--- config.mk ---
export PLATFORM = sky130hd
export DESIGN_NAME = class5_weight_enum
export DESIGN_NICKNAME = d
export VERILOG_FILES = /design/src/rtl/class5_pkg.sv /design/src/rtl/class5_wenum_next.sv /design/src/rtl/class5_weight_enum.sv
export SDC_FILE = /design/constraint.sdc
export NUM_CORES = 1
export LEC_CHECK = 0
export ABC_AREA = 0
export CAP_MARGIN = 10
export CORE_UTILIZATION = 30
export CTS_BUF_LIST = sky130_fd_sc_hd__clkbuf_16
export DETAILED_ROUTE_END_ITERATION = 6
export HOLD_SLACK_MARGIN = 0.05
export SKIP_CTS_REPAIR_TIMING = 1
export SYNTH_ARGS = -nofsm -noshare
export SYNTH_HDL_FRONTEND = slang
export SYNTH_SLANG_ARGS = --single-unit
--- constraint.sdc ---
create_clock -name clk -period 3.5 [get_ports clk]
set_clock_uncertainty 0.15 [all_clocks]
set_input_delay 1.05 -clock clk [delete_from_list [all_inputs] [get_ports clk]]
set_output_delay 1.05 -clock clk [all_outputs]
set_load 0.01 [all_outputs]
--- src/rtl/class5_pkg.sv ---
// Shared definitions for the class5 weight-enumeration path.
//  N     pattern width
//  CW    weight width
//  IDXW  beat-index width
//  state_t / IDLE, RUN, DONE   enumerator FSM encoding
//  first_pat(k), last_pat(k)   smallest/largest N-bit vector of popcount k
//  popcount(p)                 ones count of an N-bit vector
package class5_pkg;

    localparam int unsigned N    = 7;
    localparam int unsigned CW   = 3;
    localparam int unsigned IDXW = 6;

    typedef logic [1:0] state_t;
    localparam state_t IDLE = 2'd0;
    localparam state_t RUN  = 2'd1;
    localparam state_t DONE = 2'd2;

    // (1<<k)-1, formed in N+1 bits so k == N does not overflow
    function automatic logic [N-1:0] first_pat(input logic [CW-1:0] k);
        logic [N:0] one;
        one = (N+1)'(1);
        return N'((one << k) - (N+1)'(1));
    endfunction

    // k ones packed against the MSB
    function automatic logic [N-1:0] last_pat(input logic [CW-1:0] k);
        logic [N-1:0] f;
        f = first_pat(k);
        return f << (N - 32'(k));
    endfunction

    function automatic logic [CW-1:0] popcount(input logic [N-1:0] p);
        logic [CW-1:0] c;
        c = '0;
        for (int unsigned i = 0; i < N; i++) begin
            c = c + CW'(p[i]);
        end
        return c;
    endfunction

endpackage

--- src/rtl/class5_wenum_next.sv ---
// Combinational successor: next larger N-bit vector with the same popcount.
//  pat  in   N  current pattern (must not be the last pattern of its weight)
//  nxt  out  N  successor pattern
module class5_wenum_next
    import class5_pkg::*;
(
    input  logic [N-1:0] pat,
    output logic [N-1:0] nxt
);

    localparam int unsigned SW = $clog2(N + 3);

    logic [N:0]    p;
    logic [N:0]    c;
    logic [N:0]    r;
    logic [SW-1:0] tz;

    // Gosper's hack; division by the lowest set bit becomes a right shift by tz(c)
    always_comb begin
        p  = {1'b0, pat};
        c  = p & (~p + (N+1)'(1));
        r  = p + c;
        tz = '0;
        for (int unsigned i = 0; i <= N; i++) begin
            if (c[i]) tz = SW'(i);
        end
        nxt = N'(r | ((r ^ p) >> (tz + SW'(2))));
    end

endmodule

--- src/rtl/class5_weight_enum.sv ---
// Enumerates every N-bit vector of popcount k in ascending order as a
// valid/ready stream with last/done marking.
//  clk, rst_n     clock, async active-low reset
//  start, weight  run request and k, sampled in IDLE
//  busy           high in RUN and DONE
//  out_valid/out_ready, out_pat, out_idx, out_last   output stream
//  done           1-cycle pulse after the final beat is accepted
//  err            1-cycle pulse on start with weight > N
//  chk_err        sticky popcount self-check flag (CLASS5_WENUM_CHECK_EN), else 0
module class5_weight_enum
    import class5_pkg::*;
(
    input  logic            clk,
    input  logic            rst_n,
    input  logic            start,
    input  logic [CW-1:0]   weight,
    output logic            busy,
    output logic            out_valid,
    input  logic            out_ready,
    output logic [N-1:0]    out_pat,
    output logic [IDXW-1:0] out_idx,
    output logic            out_last,
    output logic            done,
    output logic            err,
    output logic            chk_err
);

    state_t          state_q, state_d;
    logic [CW-1:0]   k_q, k_d;
    logic [N-1:0]    pat_d, nxt_pat;
    logic [IDXW-1:0] idx_d;
    logic            last_d, valid_d, busy_d, done_d, err_d, chk_d;

    class5_wenum_next u_next (
        .pat (out_pat),
        .nxt (nxt_pat)
    );

    // Next-state and registered-output logic
    always_comb begin
        state_d = state_q;
        k_d     = k_q;
        pat_d   = out_pat;
        idx_d   = out_idx;
        last_d  = out_last;
        err_d   = 1'b0;
        case (state_q)
            IDLE: begin
                if (start) begin
                    // widened so the range check stays meaningful for any N/CW pairing
                    if (32'(weight) <= N) begin
                        state_d = RUN;
                        k_d     = weight;
                        pat_d   = first_pat(weight);
                        idx_d   = '0;
                        last_d  = (first_pat(weight) == last_pat(weight));
                    end else begin
                        err_d = 1'b1;
                    end
                end
            end
            RUN: begin
                if (out_valid && out_ready) begin
                    if (out_last) begin
                        state_d = DONE;
                    end else begin
                        pat_d  = nxt_pat;
                        idx_d  = out_idx + IDXW'(1);
                        last_d = (nxt_pat == last_pat(k_q));
                    end
                end
            end
            DONE:    state_d = IDLE;
            default: state_d = IDLE;
        endcase
        valid_d = (state_d == RUN);
        busy_d  = (state_d != IDLE);
        done_d  = (state_d == DONE);
    end

`ifdef CLASS5_WENUM_CHECK_EN
    // Sticky popcount check on every valid beat, cleared by a new start
    always_comb begin
        chk_d = chk_err;
        if (state_q == IDLE && start) begin
            chk_d = 1'b0;
        end else if (out_valid && (popcount(out_pat) != k_q)) begin
            chk_d = 1'b1;
        end
    end
`else
    assign chk_d = 1'b0;
`endif

    // State and output registers
    always_ff @(posedge clk or negedge rst_n) begin
        if (!rst_n) begin
            state_q   <= IDLE;
            k_q       <= '0;
            out_pat   <= '0;
            out_idx   <= '0;
            out_last  <= 1'b0;
            out_valid <= 1'b0;
            busy      <= 1'b0;
            done      <= 1'b0;
            err       <= 1'b0;
            chk_err   <= 1'b0;
        end else begin
            state_q   <= state_d;
            k_q       <= k_d;
            out_pat   <= pat_d;
            out_idx   <= idx_d;
            out_last  <= last_d;
            out_valid <= valid_d;
            busy      <= busy_d;
            done      <= done_d;
            err       <= err_d;
            chk_err   <= chk_d;
        end
    end

endmodule
==> results of run 1 <==
critical path: stages:
cell and delay, ns:
clkdlybuf4s50_1 0.42, or3_1 0.44, ha_1 0.32, nand2b_1 0.06
o211ai_1 0.20, nand2_1 0.09, a211oi_1 0.22, o2111ai_1 0.16
o41ai_2 0.32
final timing paths:
path,from,endpoint,slack (ns),depth (start not counted)
setup reg to reg,k_q[0]$_DFFE_PN0P_,out_last$_DFFE_PN0P_,0.55,11
setup / recovery,weight[1],out_last$_DFFE_PN0P_,0.24,9
min in group asynchronous,rst_n,out_idx[1]$_DFFE_PN0P_,0.99,2
hold / removal,state_q[1]$_DFF_PN0_,state_q[1]$_DFF_PN0_,0.38,1
hold reg to reg,state_q[1]$_DFF_PN0_,state_q[1]$_DFF_PN0_,0.38,1
max in group asynchronous,rst_n,out_pat[4]$_DFFE_PN0P_,1.98,2
routing by layer:
metal	track usage (%)	vias to the layer above
li1	-	870
met1	23.6	831
met2	22.9	43
met3	1.69	4
met4	2.14	0
met5	0	-
final cells by class:
type                       instances  area, sq um  share of cell area, %
multi-input combinational        181         1190                   52.9
clock inverter                     1         3.75                  0.166
sequential                        22          551                   24.3
tap                               75         93.8                   4.15
timing repair buffer              34          313                   13.8
clock buffer                       3         75.1                   3.32
inverter                           8         30.0                   1.33
per-stage QoR:
step	util, %	area, sq um	worst slack [ns]
after global routing	37.7	2260	0.102
final	37.7	2260	0.239
after CTS	37.7	2260	0.226
after global placement	36.4	2180	0.0914
after detailed placement	36.4	2180	-0.0413
after floorplan	-	1890	0.264
flip-flops by register name (all words and copies together), names as in the netlist:
| register | count |
|---|---|
| done | 1 |
| out_pat | 7 |
| out_last | 1 |
| k_q | 3 |
| out_valid | 1 |
| busy | 1 |
| state_q | 2 |
| out_idx | 6 |
cells in the final DEF (no fill, tap or decap), drive strengths merged, types with 5 or more instances in the layout:
master,synthesis,routed
a21oi,17,17
buf,11,11
xor2,5,5
clkdlybuf4s50,0,23
nand2,22,22
o21ai,17,17
inv,8,8
nor2,16,16
nor3b,5,5
dfrtp,22,22
nand2b,7,7
nor3,5,5
nand3,6,6
xnor2,6,6
cell families (layout without fill, tap and decap cells):
group | Yosys count | in the layout
buffers and inverters | 30 | 46
XOR/XNOR | 11 | 11
other | 1 | 2
adder cells (fa/ha/maj) | 3 | 3
multiplexers | 8 | 8
AO/OA/AOI/OAI | 77 | 77
AND/OR/NAND/NOR | 80 | 80
flip-flops | 22 | 22
power by group through the flow:
stage | Clock, mW | Sequential [mW] | Combinational (mW)
final | 0.235 | 0.564 | 1.33
after global placement | 0 | 0.564 | 1.31
after detailed placement | 0 | 0.563 | 1.32
after CTS | 0.242 | 0.559 | 1.33
after floorplan | 0 | 0.473 | 1.02
after global routing | 0.250 | 0.582 | 1.48
==> results.sh, run 1 <==
export IMPL_drt_iter0_markers=151
export IMPL_portBuffers=23
export IMPL_drive_above_1_share_pct=10.8
export IMPL_status="complete, no violations"
export IMPL_gr_usage_all_layers_pct=15.3
export IMPL_power_density_nw_per_um2=944
export IMPL_hold_viol=0
export IMPL_slew_headroom_pct=28.8
export IMPL_antenna_found_initial=0
export IMPL_crit_type="input pin to register"
export IMPL_ys_dominant_reg_cell="dfrtp_1"
export IMPL_worstSetupEndpointType="register"
export IMPL_finish_net_count=260
export IMPL_finalSetupViolations=0
export IMPL_grt_pass1_vias=1545
export IMPL_max_freq_mhz=307
export IMPL_wire_per_inst_um=14.8
export IMPL_syn_inst=232
export IMPL_drt_total_wl_mm=4.79
export IMPL_cts_tree="built"
export IMPL_ir_drop_mv=0.488
export IMPL_synthAdderAreaFrac_pct=1.99
export IMPL_drt_met1_wl_mm=2.44
export IMPL_ys_ff_latch=22
export IMPL_insertion_delay_ns=0.25
export IMPL_overflow=0
export IMPL_ys_types=55
export IMPL_vias=1748
export IMPL_cts_htree_levels=1
export IMPL_seq_power_share_pct=26.4
export IMPL_yosys_area_share_simple_pct=22.1
export IMPL_antenna_left=0
export IMPL_dieArea_sq_um=6610
export IMPL_dr_pass1_iters=4
export IMPL_grt_max_degree=23
export IMPL_num_antenna_cells=0
export IMPL_arrival_ns=3.25
export IMPL_hold_ws_ns=0.376
export IMPL_final_max_slew_viol_count=0
export IMPL_cap_violations=0
export IMPL_place_hpwl_mm=3.54
export IMPL_nFillCells=629
export IMPL_p_leak_nw=0.887
export IMPL_required_ns=3.49
export IMPL_combPwrFrac_pct=62.5
export IMPL_wl_met3_um=204
export IMPL_synth_top_area_cell="dfrtp_1"
export IMPL_grt_pass1_wl_mm=7.80
export IMPL_finalNonFillerCells=324
export IMPL_p_int_mw=1.12
export IMPL_synth_cell_area_sq_um=1890
export IMPL_synth_compound_area_share_pct=29.2
export IMPL_max_slew_worst_pin_slew_ns=1.07
export IMPL_via_per_inst=5.40
export IMPL_ios=26
export IMPL_yosysWarnings=0
export IMPL_fin_crit_ns=3.26
export IMPL_start_util_pct=31.5
export IMPL_clk_path_buf_depth=2
export IMPL_rsz0062_at_grt="no"
export IMPL_rows=28
export IMPL_pwr_share_clk_pct=11.0
export IMPL_ys_seq_area_share_pct=29.2
export IMPL_yosysTopAreaCellShare_pct=29.2
export IMPL_drc=0
export IMPL_hold_class="register to register"
export IMPL_core_sq_um=5990
export IMPL_die_w_um=81.3
export IMPL_synthTopCellsByArea="dfrtp_1, a21oi_1, nand2_1"
export IMPL_clkSinkCount=22
export IMPL_cts_root_buf="clkbuf_16"
export IMPL_die_h_um=81.3
export IMPL_clkTransAtPathRegs_ns=0.05
export IMPL_p_sw_mw=1.01
export IMPL_globalplace_congestion=0.827
export IMPL_syn2layout_area_growth_pct=19.7
export IMPL_top_layer_used="met4"
export IMPL_wl_met2_mm=2.13
export IMPL_synth_common_cells="dfrtp_1, nand2_1, a21oi_1"
export IMPL_dp_cells=320
export IMPL_synthMuxAreaShare_pct=4.51
export IMPL_synthXorXnorAreaFrac_pct=5.10
export IMPL_p_sw_share_pct=47.4
export IMPL_avgSynthCellArea_sq_um=8.14
export IMPL_async_flop_share_pct=100
export IMPL_path_max_fanout=3
export IMPL_finalPower_mw=2.13
export IMPL_cts_made_buffers=3
export IMPL_setup_tns_ns=0
export IMPL_min_period_over_period_pct=93.2
export IMPL_synth_top_family_by_area="compound AO/OA/AOI/OAI gates"
export IMPL_critPathLaunchType="input pin"
export IMPL_synth_edf_count=0
Note: power is estimated with default switching activity, not from simulation.
==> run 2: changes to the inputs <==
HOLD_SLACK_MARGIN = 0.06   (was 0.05)
==> results of run 2 <==
Same layout as run 1: the final DEF is identical, and so are final timing and power.
